**src/rtl/light_pkg.sv**
```systemverilog
// Shared types and constants for the round-robin LED chaser scheduler.
package light_pkg;

  typedef enum logic [1:0] {
    IDLE = 2'd0,
    RUN  = 2'd1,
    GAP  = 2'd2
  } state_t;

  localparam logic [7:0] LUMP_START       = 8'h80;
  localparam int         N_STEPS          = 8;
  localparam int         TICK_DIV_DEFAULT = 50_000_000;

endpackage

```
**src/rtl/tick_gen.sv**
```systemverilog
// Free-running step divider: one-cycle tick every TICK_DIV clocks, restartable via clr.
module tick_gen
  import light_pkg::*;
#(
  parameter int TICK_DIV = TICK_DIV_DEFAULT
) (
  input  logic clk,
  input  logic reset,
  input  logic clr,
  output logic tick
);

  localparam int CW = (TICK_DIV > 1) ? $clog2(TICK_DIV) : 1;

  logic [CW-1:0] cnt;

  assign tick = (cnt == CW'(TICK_DIV - 1));

  always_ff @(posedge clk) begin
    if (!reset) begin
      cnt <= '0;
    end else if (clr || tick) begin
      cnt <= '0;
    end else begin
      cnt <= cnt + CW'(1);
    end
  end

endmodule

```
**src/rtl/light_sched.sv**
```systemverilog
// Round-robin scheduler that lends one shared 8-LED chaser to N_REQ players,
// one full sweep per grant, with a one-tick blank gap between sweeps.
module light_sched
  import light_pkg::*;
#(
  parameter int TICK_DIV = TICK_DIV_DEFAULT,
  parameter int N_REQ    = 4
) (
  input  logic             clk,
  input  logic             reset,
  input  logic [N_REQ-1:0] req,
  input  logic             abort,
  output logic [7:0]       lump,
  output logic             busy,
  output logic [1:0]       owner,
  output logic [N_REQ-1:0] grant,
  output logic             done,
  output logic [N_REQ-1:0] pending
);

  state_t           state, state_nxt;
  logic [7:0]       lump_nxt;
  logic [1:0]       owner_nxt;
  logic [1:0]       last_owner, last_owner_nxt;
  logic [N_REQ-1:0] grant_nxt;
  logic             done_nxt;
  logic [N_REQ-1:0] pending_nxt;
  logic [N_REQ-1:0] clr_mask;
  logic [2:0]       step, step_nxt;
  logic             clr_own;
  logic             tick_clr;
  logic             tick;
  logic             found;
  logic [1:0]       winner;
  logic [1:0]       cand;

  tick_gen #(
    .TICK_DIV (TICK_DIV)
  ) u_tick_gen (
    .clk   (clk),
    .reset (reset),
    .clr   (tick_clr),
    .tick  (tick)
  );

  assign busy = (state != IDLE);

  // Round-robin search starts just after the previous owner and wraps.
  always_comb begin
    found  = 1'b0;
    winner = last_owner;
    cand   = last_owner;
    for (int i = 1; i <= N_REQ; i++) begin
      cand = 2'((int'(last_owner) + i) % N_REQ);
      if (!found && pending[cand]) begin
        found  = 1'b1;
        winner = cand;
      end
    end
  end

  always_comb begin
    state_nxt      = state;
    lump_nxt       = lump;
    owner_nxt      = owner;
    last_owner_nxt = last_owner;
    grant_nxt      = '0;
    done_nxt       = 1'b0;
    step_nxt       = step;
    clr_own        = 1'b0;
    tick_clr       = 1'b0;

    case (state)
      IDLE: begin
        if (found) begin
          grant_nxt[winner] = 1'b1;
          owner_nxt         = winner;
          last_owner_nxt    = winner;
          lump_nxt          = LUMP_START;
          step_nxt          = 3'd0;
          tick_clr          = 1'b1;
          state_nxt         = RUN;
        end
      end
      RUN: begin
        if (abort) begin
          lump_nxt  = 8'h00;
          clr_own   = 1'b1;
          state_nxt = IDLE;
        end else if (tick) begin
          if (step == 3'(N_STEPS - 1)) begin
            lump_nxt  = 8'h00;
            done_nxt  = 1'b1;
            clr_own   = 1'b1;
            state_nxt = GAP;
          end else begin
            lump_nxt = lump >> 1;
            step_nxt = step + 3'd1;
          end
        end
      end
      GAP: begin
        if (abort) begin
          lump_nxt  = 8'h00;
          clr_own   = 1'b1;
          state_nxt = IDLE;
        end else if (tick) begin
          state_nxt = IDLE;
        end
      end
      default: begin
        lump_nxt  = 8'h00;
        state_nxt = IDLE;
      end
    endcase

    // New requests are OR-ed in after the clear so a same-cycle set wins.
    clr_mask = '0;
    if (clr_own) begin
      clr_mask[owner] = 1'b1;
    end
    pending_nxt = (pending & ~clr_mask) | req;
  end

  always_ff @(posedge clk) begin
    if (!reset) begin
      state      <= IDLE;
      lump       <= 8'h00;
      owner      <= 2'd0;
      last_owner <= 2'(N_REQ - 1);
      grant      <= '0;
      done       <= 1'b0;
      pending    <= '0;
      step       <= 3'd0;
    end else begin
      state      <= state_nxt;
      lump       <= lump_nxt;
      owner      <= owner_nxt;
      last_owner <= last_owner_nxt;
      grant      <= grant_nxt;
      done       <= done_nxt;
      pending    <= pending_nxt;
      step       <= step_nxt;
    end
  end

endmodule

```
**config.mk**
```make
export PLATFORM = sky130hd
export DESIGN_NAME = light_sched
export DESIGN_NICKNAME = d
export VERILOG_FILES = /design/src/rtl/light_pkg.sv /design/src/rtl/tick_gen.sv /design/src/rtl/light_sched.sv
export SDC_FILE = /design/constraint.sdc
export NUM_CORES = 1
export LEC_CHECK = 0
export CAP_MARGIN = 15
export CORE_ASPECT_RATIO = 1.2
export CORE_UTILIZATION = 56
export CTS_CLUSTER_SIZE = 16
export DETAILED_ROUTE_END_ITERATION = 10
export GPL_TIMING_DRIVEN = 0
export PLACE_DENSITY_LB_ADDON = 0.1
export SLEW_MARGIN = 20
export SYNTH_ARGS = -nofsm -noshare
export SYNTH_HDL_FRONTEND = slang
export SYNTH_SLANG_ARGS = --single-unit
export TNS_END_PERCENT = 30
```
**constraint.sdc**
```tcl
create_clock -name clk -period 2.1 [get_ports clk]
set_input_delay 0.42 -clock clk [delete_from_list [all_inputs] [get_ports clk]]
set_output_delay 0.42 -clock clk [all_outputs]
set_load 0.1 [all_outputs]
```
## Yosys cells after proc, flatten, opt, wreduce, memory -nomap -nowiden

Index checks and enable logic that the tools add are counted.

| word-level totals | value |
|---|---|
| input bits | 7 |
| bits in registers | 52 |
| output and inout port bits | 20 |
| logic and storage cells | 105 |

| operators by class | value |
|---|---|
| reductions and logical operators | 19 |
| eq/ne operators | 12 |
| magnitude comparators | 8 |
| muxes and demuxes | 46 |
| bitwise gates (word level) | 5 |
| add/sub/neg operators | 6 |

Operators with widths:

| cell | number |
|---|---|
| 8-bit two-way mux | 4 |
| 26-bit by 1-bit adder with 26-bit output, second input constant | 1 |
| 26-bit equality test, second input constant | 1 |
| 8-bit one-hot mux with 3 select lines | 1 |
| 2-bit two-way mux | 10 |
| 2-bit by 3-bit < comparator with 1-bit output, second input constant | 6 |
| 1-bit two-way mux | 16 |
| 3-bit two-way mux | 4 |
| 1-bit binary-select mux with 2-bit select | 4 |
| 2-bit != test, second input constant | 4 |
| 7-bit two-way mux | 1 |
| 3-bit by 2-bit != test with 1-bit output, second input constant | 2 |
| 2-bit one-hot mux with 3 select lines | 1 |
| 3-bit one-hot mux with 2 select lines | 1 |
| 3-bit AND reduction | 2 |
| 1-bit logical AND | 5 |
| 5-bit AND reduction | 1 |
| 2-bit by 1-bit adder with 2-bit output, second input constant | 2 |
| 2-bit adder, second input constant | 2 |
| 4-bit bitwise AND | 1 |
| 1-bit demux with 2-bit select | 2 |
| 2-bit by 1-bit >= comparator with 1-bit output, second input constant | 2 |
| 4-bit two-way mux | 1 |
| 4-bit inverter | 1 |
| 17 further kinds | 21 |

## Longest topological paths before layout

| logic depth | value |
|---|---|
| depth in word-level cells | 17 |
| depth in mapped cells | 8 |
| gate-level depth less buffers | 7 |

## Hierarchy

From an unflattened synthesis, not the netlist that was laid out.

| unflattened totals | value |
|---|---|
| cell total of the unflattened synthesis | 279 |
| area total of the unflattened synthesis | 2503.7 um^2 |

By module, submodules not included:

| module | cells an instance | instances | area an instance (um^2) |
|---|---|---|---|
| light_sched | 137 | 1 | 1270.0 |
| tick_gen | 142 | 1 | 1233.7 |

## Worst setup path after synthesis

Ideal clock, no wire load.

| timing path | value |
|---|---|
| path kind | reg-to-reg |
| start | register pending[1] |
| end | register step[1] |
| arrival time | 2.032 ns |
| library setup time | 0.091 ns |
| buffers on the path | 1 |
| path slack | -0.023 ns |
| period minus slack after synthesis | 2.123 ns |
| required time | 2.009 ns |
| cell stages (with the launch flop) | 6 |
| path through | dfxtp_1 nor4_1 nand2_1 clkbuf_1 a41oi_1 a311oi_1 |

| between the ends | value |
|---|---|
| cells in the longest elaborated chain, start to end | 14 |
| elaborated cells between the ends (all ways) | 20 |
| those cells by class | 1 x eq/ne; 12 x mux; 7 x reduce/logical |

RTL lines:

| element | line | text |
|---|---|---|
| start: declaration | light_sched.sv:18 | `output logic [N_REQ-1:0] pending` |
| start signal: assignment | light_sched.sv:142 | `pending <= pending_nxt;` |
| 1-bit binary-select mux with 2-bit select | light_sched.sv:55 | `if (!found && pending[cand]) begin` |
| 1-bit two-way mux (implied by the code) | light_sched.sv:55 |  |
| 1-bit two-way mux | light_sched.sv:55 |  |
| 1-bit zero test | light_sched.sv:55 |  |
| 1-bit logical AND | light_sched.sv:55 |  |
| 1-bit two-way mux | light_sched.sv:55 |  |
| 1-bit zero test | light_sched.sv:55 |  |
| 1-bit logical AND | light_sched.sv:55 |  |
| 1-bit two-way mux | light_sched.sv:55 |  |
| 1-bit zero test | light_sched.sv:55 |  |
| 1-bit logical AND | light_sched.sv:55 |  |
| 1-bit two-way mux (*) | light_sched.sv:55 |  |
| 2-bit != test (no source line) (*) | -- |  |
| 5-bit AND reduction (no source line) (*) | -- |  |
| end signal: assignment | light_sched.sv:143 | `step <= step_nxt;` |
| end: declaration | light_sched.sv:29 | `logic [2:0] step, step_nxt;` |

Every way passes the cells marked *; elsewhere a longest branch is shown, timed or not. The select of a mux whose other input is x is not followed.
A chain may end at the register's enable or synchronous reset.

## Final worst setup path

| timing path | value |
|---|---|
| start | register owner[1] |
| end | output port owner[1] |

RTL lines:

| element | line | text |
|---|---|---|
| start: declaration | light_sched.sv:15 | `output logic [1:0] owner,` |
| start signal: assignment | light_sched.sv:138 | `owner <= owner_nxt;` |

No word-level cell between the ends.

==> results.json <==
{
  "postSynthNetCount": 302,
  "crit_required_ns": 1.68,
  "antenna_found_initial": 0,
  "clock_skew_ns": 0.0171,
  "n_fill_cell": 373,
  "core_um2": 4290,
  "vias": 2118,
  "syn_inst": 289,
  "gp_congestion": 0.861,
  "multi_input_area_um2": 1390,
  "yosysTopAreaCell": "dfxtp_1",
  "fmax_ghz": 0.484,
  "ant_nets": 0,
  "placed_cells": 371,
  "drt_iter0_markers": 115,
  "area.sequential_um2": 1040,
  "synthTopCellsByArea": "dfxtp_1 (41%), xnor2_1 (5.9%), nor2_1 (5.8%)",
  "netlist_area_um2": 2540,
  "status": "complete, no violations",
  "drv_slew": 0,
  "cts_sinks": 52,
  "cts_tree": "done",
  "diodes": 0,
  "grt_max_degree": 17,
  "cpPeakStageDelay_ns": 0.86,
  "clock-root-buffer": "clkbuf_8",
  "cp-start-kind": "register",
  "num_rows": 26,
  "htreeDepth": 2,
  "ir_drop_mv": 0.515,
  "yosysTopAreaCellShare_pct": 41.0,
  "finalSetupViolCount": 0,
  "crit_slowest_cell": "clkdlybuf4s15_1",
  "worstSetupPathType": "register to output port",
  "chipHeight_um": 75.8,
  "end_kind": "output port",
  "ys_seq_area_share_pct": 41.0,
  "dr.pass1.iters": 4,
  "drive_gt1_share_pct": 8.67,
  "area_growth_syn_to_layout_pct": 16.6,
  "wl_per_cell_um": 13.7,
  "overflow": 0,
  "grt_pass1_vias": 2051,
  "portBuffers": 26,
  "grt_pass1_wl_mm": 8.75,
  "period_minus_slack_ns": 2.07,
  "cp_top_family": "buffers and inverters",
  "cp_cell_sequence": "clkdlybuf4s15_1",
  "die_area_um2": 4810,
  "setup_tns_ns": 0,
  "max_slew_margin_pct": 36.1,
  "dp_hpwl_mm": 3.74,
  "hold_class": "register to register",
  "viasPerCell": 5.59,
  "wirelength_mm": 5.19,
  "numCtsBuffers": 5,
  "grt_use_total_pct": 23.3,
  "yosysWarningCount": 0,
  "worst_slew_pin_slew_ns": 0.962,
  "async_flop_share_pct": 0,
  "die_x_um": 63.5,
  "final_hold_viol_count": 0,
  "drc_errors": 0,
  "crit_buf_inv": 1,
  "ys_types": 49,
  "drv_cap": 0,
  "syn_avg_cell_area_um2": 8.79,
  "p_per_area_nw_per_um2": 769,
  "top_level_ports": 27,
  "synth_edf_count": 0,
  "cts_max_path_buffers": 2,
  "start_util_pct": 59.1,
  "critPathArrivalTime_ns": 1.65,
  "worstSkewPairLatency_ns": 0.32,
  "layout.nets": 335,
  "clkTransAtPathRegs_ns": 0.11,
  "p_leak_nw": 1.14,
  "path_max_fanout": 6,
  "final_cells": 379,
  "synth_seq_cells": 52,
  "min_period_over_period_pct": 98.4,
  "ys.flop_type": "dfxtp_1"
}
routing by layer:
layer	vias to the layer above	global-route usage, %	routed length (um)	share of wire [%]
li1	1082	-	-	-
met1	991	25.0	2270	44
met2	35	45.0	2640	51
met3	10	5.09	178	3.4
met4	0	8.59	102	2.0
met5	-	0	0	0
logic make-up after synthesis:
logic type	after synthesis	synth area share, %
simple gates	134	29.2
xor+xnor	24	8.28
compound gates	47	12.7
mux	3	1.18
buf+inv	23	4.78
flops	52	41.0
fa+ha+maj	6	2.96
cell usage after synthesis (3+ instances only):
master,count
a21oi_1,10
a22oi_1,5
a311oi_1,3
a31oi_1,3
a41oi_1,3
and2_1,5
and3_1,4
and4_1,5
buf_4,3
buf_6,3
clkbuf_1,3
dfxtp_1,52
ha_1,6
inv_1,13
mux2i_1,3
nand2_1,25
nand2b_1,5
nand3_1,12
nand4_1,4
nor2_1,39
nor3_1,10
nor4_1,4
o21a_1,3
o21ai_0,9
o2bb2ai_1,6
xnor2_1,17
xor2_1,7
flip-flops by register name, indices dropped and copies added (netlist names):
register and flops:
u_tick_gen.cnt 26, last_owner 2, state 2, pending 4, done 1, grant 4
lump 8, step 3, owner 2
what timing repair did:
item	in CTS	in global routing
gates resized for setup	24	6
hold buffers	0	0
setup buffers	0	0
gates cloned	0	0
setup endpoints to repair	20	6
per-stage QoR:
stage | hold slack [ns] | util (%) | cell area [um^2] | setup slack, ns | power [mW]
2_1_floorplan | 0.426 | - | 2540 | 0.00999 | 1.49
3_3_place_gp | 0.441 | 66.9 | 2870 | -0.263 | 1.62
3_5_place_dp | 0.455 | 66.9 | 2870 | -0.284 | 1.62
4_1_cts | 0.471 | 68.8 | 2950 | 0.0189 | 2.28
5_1_grt | 0.514 | 68.9 | 2960 | -0.00106 | 2.37
6_report | 0.468 | 68.9 | 2960 | 0.0326 | 2.28
tightest hold or removal path, cell delays in order, from the launching register on:
cell	delay, ns
dfxtp_1	0.32
nand2_1	0.05
mux2i_1	0.06
worst paths after layout:
path                                        start        to  slack [ns]  cells after the start
worst min-delay path                      lump[0]   lump[0]        0.47                      2
worst max register to register  u_tick_gen.cnt[0]   lump[6]        0.23                      7
worst max-delay path                     owner[1]  owner[1]        0.03                      1
worst min register to register            lump[0]   lump[0]        0.47                      2
cell usage in the layout (no fill, tap or decap), types with 2 or more instances in the layout:
master,netlist,layout
clkbuf_8,0,5
buf_4,3,3
or3_1,2,2
nand4_1,4,4
nor4bb_1,2,2
a41oi_1,3,3
nand2_1,25,25
buf_6,3,3
mux2i_1,3,3
and4_1,5,5
nor3_1,10,10
and3_1,4,4
dlygate4sd2_1,0,16
clkdlybuf4s50_1,0,6
a31oi_1,3,3
dfxtp_1,52,51
a21oi_1,10,10
buf_2,1,2
ha_1,6,6
nand2b_1,5,5
nor4b_1,2,2
nor2_1,39,38
a311oi_1,3,3
xor2_1,7,7
nor2b_1,2,2
o21a_1,3,3
nand3_1,12,12
nor4_1,4,4
inv_1,13,13
o2bb2ai_1,6,6
clkdlybuf4s15_1,0,2
nor3b_1,2,2
a22oi_1,5,5
and2_1,5,5
xnor2_1,17,17
clkbuf_1,3,3
o21ai_0,9,9
power breakdown:
part           leakage [nW]  internal (mW)  total [mW]  switching (mW)
logic                 0.660          0.123       0.511           0.388
registers             0.422           1.03        1.07          0.0425
clock network        0.0541          0.353       0.695           0.342
cell type report:
class	count	share of cell area (%)
clock buffer	5	2.32
timing repair buffer	26	7.78
multi-input combinational	214	46.8
sequential	52	35.2
tap	56	2.37
clock inverter	3	1.44
inverter	13	1.65
buffer	10	2.45
Note: power is estimated with default switching activity, not from simulation.
